===== src/rtl/midi_tx_arb.sv =====
// Merges per-source MIDI messages and realtime bytes onto one UART transmitter.
// Messages are sent atomically in round-robin order; realtime bytes may cut in between message bytes.
module midi_tx_arb #(
  parameter int NUM_SRC        = 4,
  parameter bit RUNNING_STATUS = 1'b1
) (
  input  logic                   clk,
  input  logic                   rst,
  input  logic [NUM_SRC-1:0]     msg_req,
  input  logic [24*NUM_SRC-1:0]  msg_data,
  input  logic [2*NUM_SRC-1:0]   msg_len,
  output logic [NUM_SRC-1:0]     msg_ack,
  input  logic [NUM_SRC-1:0]     rt_req,
  input  logic [8*NUM_SRC-1:0]   rt_data,
  output logic [NUM_SRC-1:0]     rt_ack,
  output logic [7:0]             tx_data,
  output logic                   tx_start,
  input  logic                   tx_busy,
  output logic [NUM_SRC-1:0]     grant,
  output logic                   busy
);
  localparam int PW = (NUM_SRC > 1) ? $clog2(NUM_SRC) : 1;

  typedef enum logic [1:0] {IDLE, GUARD, WAIT} state_e;

  state_e             state_q, state_d;
  logic [PW-1:0]      rr_ptr_q, rr_ptr_d;
  logic [7:0]         last_status_q, last_status_d;
  logic [23:0]        buf_q, buf_d;
  logic [1:0]         rem_q, rem_d;
  logic [NUM_SRC-1:0] grant_q, grant_d;
  logic               busy_q, busy_d;
  logic [7:0]         tx_data_q, tx_data_d;
  logic               tx_start_q, tx_start_d;
  logic [NUM_SRC-1:0] msg_ack_q, msg_ack_d;
  logic [NUM_SRC-1:0] rt_ack_q, rt_ack_d;

  logic [23:0] words [NUM_SRC];
  logic [1:0]  lens  [NUM_SRC];
  logic [7:0]  rtb   [NUM_SRC];

  for (genvar g = 0; g < NUM_SRC; g++) begin : g_unpack
    assign words[g] = msg_data[24*g +: 24];
    assign lens[g]  = msg_len[2*g +: 2];
    assign rtb[g]   = rt_data[8*g +: 8];
  end

  // An ack'd request may still be high in the cycle after its ack; mask it.
  logic [NUM_SRC-1:0] rt_m, msg_m;
  assign rt_m  = rt_req  & ~rt_ack_q;
  assign msg_m = msg_req & ~msg_ack_q;

  logic          rt_hit, msg_hit;
  logic [PW-1:0] rt_idx, msg_idx;
  logic [PW:0]   sum;

  always_comb begin
    rt_hit  = 1'b0;
    rt_idx  = '0;
    msg_hit = 1'b0;
    msg_idx = '0;
    sum     = '0;
    for (int i = 0; i < NUM_SRC; i++) begin
      if (!rt_hit && rt_m[i]) begin
        rt_hit = 1'b1;
        rt_idx = PW'(i);
      end
    end
    for (int k = 0; k < NUM_SRC; k++) begin
      sum = {1'b0, rr_ptr_q} + (PW+1)'(k);
      if (sum >= (PW+1)'(NUM_SRC)) sum = sum - (PW+1)'(NUM_SRC);
      if (!msg_hit && msg_m[sum[PW-1:0]]) begin
        msg_hit = 1'b1;
        msg_idx = sum[PW-1:0];
      end
    end
  end

  logic [23:0] m_word;
  logic [1:0]  m_len;
  logic [7:0]  m_stat;
  logic        is_chan, is_sys, skip, slot;

  assign m_word  = words[msg_idx];
  assign m_len   = lens[msg_idx];
  assign m_stat  = m_word[23:16];
  assign is_chan = m_stat[7] && (m_stat[7:4] != 4'hF);
  assign is_sys  = (m_stat[7:4] == 4'hF) && !m_stat[3];
  assign skip    = RUNNING_STATUS && is_chan && (m_stat == last_status_q) && (m_len >= 2'd2);
  // The cycle that shows tx_start is never a slot, giving the 3-cycle byte cadence.
  assign slot    = ((state_q == IDLE) || (state_q == WAIT)) && !tx_busy && !tx_start_q;

  always_comb begin
    state_d       = state_q;
    rr_ptr_d      = rr_ptr_q;
    last_status_d = last_status_q;
    buf_d         = buf_q;
    rem_d         = rem_q;
    grant_d       = grant_q;
    busy_d        = busy_q;
    tx_data_d     = tx_data_q;
    tx_start_d    = 1'b0;
    msg_ack_d     = '0;
    rt_ack_d      = '0;
    if (tx_start_q) begin
      state_d = GUARD;
    end else if (state_q == GUARD) begin
      if (rem_q != 2'd0) begin
        state_d = WAIT;
      end else begin
        state_d = IDLE;
        grant_d = '0;
        busy_d  = 1'b0;
      end
    end else if (slot) begin
      if (rt_hit) begin
        rt_ack_d[rt_idx] = 1'b1;
        tx_start_d       = 1'b1;
        tx_data_d        = rtb[rt_idx];
      end else if (state_q == WAIT && rem_q != 2'd0) begin
        tx_start_d = 1'b1;
        tx_data_d  = buf_q[23:16];
        buf_d      = {buf_q[15:0], 8'h00};
        rem_d      = rem_q - 2'd1;
      end else if (state_q == IDLE && msg_hit) begin
        msg_ack_d[msg_idx] = 1'b1;
        rr_ptr_d = (msg_idx == PW'(NUM_SRC-1)) ? '0 : msg_idx + 1'b1;
        if (m_len != 2'd0) begin
          grant_d          = '0;
          grant_d[msg_idx] = 1'b1;
          busy_d           = 1'b1;
          tx_start_d       = 1'b1;
          if (is_chan)     last_status_d = m_stat;
          else if (is_sys) last_status_d = 8'h00;
          if (skip) begin
            tx_data_d = m_word[15:8];
            buf_d     = {m_word[7:0], 16'h0000};
            rem_d     = m_len - 2'd2;
          end else begin
            tx_data_d = m_stat;
            buf_d     = {m_word[15:0], 8'h00};
            rem_d     = m_len - 2'd1;
          end
        end
      end
    end
  end

  always_ff @(posedge clk or negedge rst) begin
    if (!rst) begin
      state_q       <= IDLE;
      rr_ptr_q      <= '0;
      last_status_q <= 8'h00;
      buf_q         <= '0;
      rem_q         <= 2'd0;
      grant_q       <= '0;
      busy_q        <= 1'b0;
      tx_data_q     <= 8'h00;
      tx_start_q    <= 1'b0;
      msg_ack_q     <= '0;
      rt_ack_q      <= '0;
    end else begin
      state_q       <= state_d;
      rr_ptr_q      <= rr_ptr_d;
      last_status_q <= last_status_d;
      buf_q         <= buf_d;
      rem_q         <= rem_d;
      grant_q       <= grant_d;
      busy_q        <= busy_d;
      tx_data_q     <= tx_data_d;
      tx_start_q    <= tx_start_d;
      msg_ack_q     <= msg_ack_d;
      rt_ack_q      <= rt_ack_d;
    end
  end

  assign msg_ack  = msg_ack_q;
  assign rt_ack   = rt_ack_q;
  assign tx_data  = tx_data_q;
  assign tx_start = tx_start_q;
  assign grant    = grant_q;
  assign busy     = busy_q;

endmodule


===== config.mk =====
export PLATFORM = sky130hd
export DESIGN_NAME = midi_tx_arb
export DESIGN_NICKNAME = d
export VERILOG_FILES = /design/src/rtl/midi_tx_arb.sv
export SDC_FILE = /design/constraint.sdc
export NUM_CORES = 1
export LEC_CHECK = 0
export ABC_AREA = 1
export CAP_MARGIN = 0
export CORE_MARGIN = 3
export CORE_UTILIZATION = 49
export CTS_CLUSTER_SIZE = 28
export DETAILED_ROUTE_END_ITERATION = 6
export GPL_TIMING_DRIVEN = 0
export PLACE_DENSITY = 0.87
export SYNTH_ARGS = -nofsm -noshare
export SYNTH_HDL_FRONTEND = slang
export SYNTH_SLANG_ARGS = --single-unit

===== constraint.sdc =====
create_clock -name clk -period 5.4 [get_ports clk]
set_clock_uncertainty 0.05 [all_clocks]
set_input_delay 1.08 -clock clk [delete_from_list [all_inputs] [get_ports clk]]
set_output_delay 1.08 -clock clk [all_outputs]
set_load 0.05 [all_outputs]

==> run summary, run 1 <==
Detailed routing inserted a total of 5576 vias. In this run, CTS created clock tree buffers numbering 5. The area enclosed by the die boundary is 10600 um^2.

Before antenna repair, the detailed router went through 5 iterations. The switching fraction of total power came out at 56.7%. For this design, the slowest cell found on the critical path is sky130_fd_sc_hd__clkdlybuf4s50_1. The clock transition at the registers of the reported paths came out at 0.10 ns. The pin count of the biggest net entering global routing is 29. Setup violations remaining at the end of the flow were counted as 0. The unique cell type count in the Yosys netlist is 40. The portion of total power attributed to the clock network came out at 7.4%. The worst hold path belongs to the class reg2reg. The number of pins exceeding their max-slew limit in the final report came to 0.

The largest fanout of any net on the critical path is 10. The ratio of final minimum period to clock period came out at 89.8%. The transition time of the tightest slew-check pin is 0.846 ns. The H-tree depth reported by CTS came out at 2. The library cells used most frequently in the layout, excluding fill and tap cells, are 188 x sky130_fd_sc_hd__nand2_1, 167 x sky130_fd_sc_hd__clkdlybuf4s50_1, 112 x sky130_fd_sc_hd__nor2_1, 81 x sky130_fd_sc_hd__nand3_1, 72 x sky130_fd_sc_hd__inv_1. The final routed wire length divided by cell count came out at 14.1 um.

In this run, synthesis produced a sequential element count of 52. The smallest hold slack came out at 0.436 ns. Per report_power, the sequential group accounts for 15.5% of the total. Setup repair after global routing left no endpoint under its margin. The site row count is 34.

The number of gates resized after CTS came out at 0. The reported max-cap violation count came out at 0. The average footprint of a synthesized cell came out at 6.33 um^2.

The critical path goes through clkdlybuf4s50_1 -> nand3_2 -> nand2_2 -> nand2_1 -> nand2_2 -> nand2_4 -> nand2_2 -> nand2_1 -> nand3_2 -> buf_6 -> buf_6 -> clkbuf_1 -> nand2_1 -> a32oi_1 -> inv_1 -> ha_1 -> nor2_1 -> nor2_1 -> nor2_4 -> clkinvlp_4 -> clkbuf_1 -> nor2_1 -> a22oi_1. The top achievable clock speed came out at 206 MHz. Power spread over the standard cell area amounts to 593 nW/um^2. The post-synth design cell area came out at 4610 um^2. The total routed wirelength is 14300 um.

For this run, the number of Yosys warnings is 0. The initial core utilization came out at 51.6%. The HPWL reported at the end of detailed placement came out at 11600 um. The via count of the first global-routing pass came out at 5349.

The number of I/O pins came out at 169. The gate count after technology mapping is 729. The category of the most critical setup path is in2reg. The sequential cell area fraction in the yosys report is 28.2%.

TritonCTS built the clock tree. The count of nets left with antenna violations once routing finished came out at 0. The mean number of vias per cell is 5.50.

The synthesis-to-layout area growth came out at 42.5%. The number of post-CTS setup repair buffers is 0. The first global-routing pass estimated 23200 um of wire. For the worst setup path, the data required time is 5.53 ns.

The overflow left after global routing is 0. The violation count after the first detailed-routing iteration is 369. For this run, design rule violations remaining after detail routing come to 0. The number of nets in the final layout is 1058.

The flow ran to the end, and the final reports show no timing, DRC or antenna violations. The startpoint class of the critical path is an input pin. The data arrival time of the worst path came out at 4.98 ns. The setup TNS after final layout came out at 0 ns. The peak supply drop came out at 0.000399 V. The fraction of final layout cells with drive strength greater than 1 is 9.27%. The congestion estimate from routability-driven global placement came to 0.955. Measured along the x axis, the die boundary spans 103 um. The largest stage delay on the critical path is 0.50 ns. The minimum clock period after layout is 4.85 ns. The count of hold buffers inserted by post-cts repair is 0.

For this design the total switching power over the nets is 2.21 mW. The worst pin sits at a relative slew slack of 43.2%. The placement-stage worst setup slack is 0.0849 ns. The die extent in y is 103 um. The number of buffer cells added on primary ports is 168. Synthesis produced a netlist with a net count of 882. The most common cell after layout, fill and taps aside is sky130_fd_sc_hd__nand2_1. The cell-internal power is 1.69 mW. After layout, the worst setup slack is 0.550 ns. The count of final hold-check violations came to 0. The number of antenna diodes is 0. The overall track demand over capacity in global routing is 26.7%. The later pin in the worst-skew pair is clocked with a latency of 0.31 ns.

The tree is rooted in a sky130_fd_sc_hd__clkbuf_8. The share of total power dissipated in combinational logic is 77.1%. In this run the deepest clock path goes through 2 buffers. The number of antenna violations at the first check in global routing is 0. The sink count of the clock tree is 52.

The leakage component of the power is 3.17 nW. STA classifies the critical path endpoint as a register. The core outline area is 8930 um^2.
## cells by family (layout without fill, tap and decap cells)
| family | after synthesis | in the layout | share of synthesized area [%] |
|---|---|---|---|
| and+or+nand+nor | 442 | 442 | 44.6 |
| adders and majority gates | 6 | 6 | 1.63 |
| DFF | 52 | 52 | 28.2 |
| buffers and inverters | 112 | 289 | 11.6 |
| AOI/OAI and AO/OA | 117 | 117 | 13.9 |
## registers in the layout (all words and copies together) (netlist names), 2 cells and up
| register | flops |
|---|---|
| rr_ptr_q | 2 |
| state_q | 2 |
| msg_ack | 4 |
| rem_q | 2 |
| grant | 4 |
| tx_data | 8 |
| last_status_q | 8 |
| rt_ack | 4 |
| buf_q | 16 |
## critical path, delay by kind of cell
| family | cells | cell delay (ns) |
|---|---|---|
| AOI/OAI and AO/OA | 2 | 0.44 |
| and+or+nand+nor | 13 | 1.45 |
| buffers and inverters | 7 | 1.81 |
| adders and majority gates | 1 | 0.20 |
## power groups by stage
stage / combinational, mW / sequential [mW] / clock [mW]
floorplan: 2.03 / 0.750 / 0
global placement: 2.87 / 0.602 / 0
detailed placement: 2.95 / 0.607 / 0
CTS: 2.97 / 0.601 / 0.292
global route: 3.36 / 0.616 / 0.306
finish: 3.01 / 0.605 / 0.289
## synth_stat cells
master	n	area, um^2
sky130_fd_sc_hd__buf_8	1	15.0
sky130_fd_sc_hd__nand4_1	1	6.26
sky130_fd_sc_hd__o21ai_0	49	245
sky130_fd_sc_hd__ha_1	6	75.1
sky130_fd_sc_hd__o21ai_2	1	8.76
sky130_fd_sc_hd__nor3_1	4	20.0
sky130_fd_sc_hd__nand3_2	19	190
sky130_fd_sc_hd__a21oi_2	1	8.76
sky130_fd_sc_hd__inv_1	72	270
sky130_fd_sc_hd__o311ai_0	1	8.76
sky130_fd_sc_hd__o22ai_1	15	93.8
sky130_fd_sc_hd__clkinv_1	4	15.0
sky130_fd_sc_hd__a21oi_4	1	16.3
sky130_fd_sc_hd__nor2_8	1	20.0
sky130_fd_sc_hd__o21ai_1	1	5.00
sky130_fd_sc_hd__nand3_4	1	17.5
sky130_fd_sc_hd__buf_6	11	124
sky130_fd_sc_hd__dfrtp_1	52	1300
sky130_fd_sc_hd__nor2_2	6	37.5
sky130_fd_sc_hd__nand4_2	2	25.0
sky130_fd_sc_hd__nand2_1	188	706
sky130_fd_sc_hd__nand3_1	81	405
sky130_fd_sc_hd__clkbuf_1	14	52.6
sky130_fd_sc_hd__a21boi_1	1	7.51
sky130_fd_sc_hd__nand2_4	2	22.5
sky130_fd_sc_hd__buf_4	2	15.0
sky130_fd_sc_hd__inv_8	1	11.3
sky130_fd_sc_hd__nand3b_2	1	11.3
sky130_fd_sc_hd__a22oi_1	1	7.51
sky130_fd_sc_hd__nand2_2	14	87.6
sky130_fd_sc_hd__buf_2	3	15.0
sky130_fd_sc_hd__inv_2	3	11.3
sky130_fd_sc_hd__nand3b_1	8	60.1
sky130_fd_sc_hd__a21oi_1	43	215
sky130_fd_sc_hd__o2111ai_1	1	8.76
sky130_fd_sc_hd__inv_4	1	6.26
sky130_fd_sc_hd__nor2_1	112	420
sky130_fd_sc_hd__nand4_4	1	21.3
sky130_fd_sc_hd__a32oi_1	2	17.5
sky130_fd_sc_hd__or2_2	1	6.26
## through the flow
stage | instance area, um^2 | power (mW) | std cells | util, %
2_1_floorplan | 4610 | 2.78 | 729 | -
3_3_place_gp | 6430 | 3.47 | 1005 | 72.0
3_5_place_dp | 6440 | 3.56 | 1006 | 72.1
4_1_cts | 6570 | 3.87 | 1014 | 73.5
5_1_grt | 6570 | 4.29 | 1014 | 73.6
6_report | 6570 | 3.90 | 1014 | 73.6
## area by class of cell
class | count | area, um^2
fill | 713 | 2360
clock inverter | 2 | 38.8
buffer | 31 | 221
sequential | 52 | 1300
timing repair buffer | 169 | 1700
inverter | 81 | 318
clock buffer | 6 | 82.6
multi-input combinational | 565 | 2780
tap | 108 | 135
## layer usage
layer | vias to the layer above | global-route usage, % | wire length [um]
li1 | 2704 | - | -
met1 | 2539 | 34.5 | 5670
met2 | 293 | 46.5 | 7050
met3 | 40 | 2.91 | 1190
met4 | 0 | 9.06 | 401
met5 | - | 0 | 0
## path summary, 6_finish.rpt
kind,slack (ns),end,startpoint,depth (start not counted)
max,0.55,rem_q[1]$_DFFE_PN0P_,msg_req[1],23
max in group asynchronous,4.03,buf_q[10]$_DFFE_PN0P_,rst,2
min reg2reg,0.44,busy$_DFFE_PN0P_,busy$_DFFE_PN0P_,2
min in group asynchronous,0.71,rt_ack[0]$_DFF_PN0_,rst,1
max reg2reg,1.24,rem_q[1]$_DFFE_PN0P_,rr_ptr_q[0]$_DFFE_PN0P_,24
min,0.44,busy$_DFFE_PN0P_,busy$_DFFE_PN0P_,2
Note: power is estimated with default switching activity, not from simulation.
==> inputs of run 2 (changes only) <==
--- a/config.mk
+++ b/config.mk
@@ -9,7 +9,6 @@
 export CAP_MARGIN = 0
 export CORE_MARGIN = 3
 export CORE_UTILIZATION = 49
-export CTS_CLUSTER_SIZE = 28
 export DETAILED_ROUTE_END_ITERATION = 6
 export GPL_TIMING_DRIVEN = 0
 export PLACE_DENSITY = 0.87
==> results of run 2 <==
The final DEF is identical to that of run 1; final timing and power are the same.
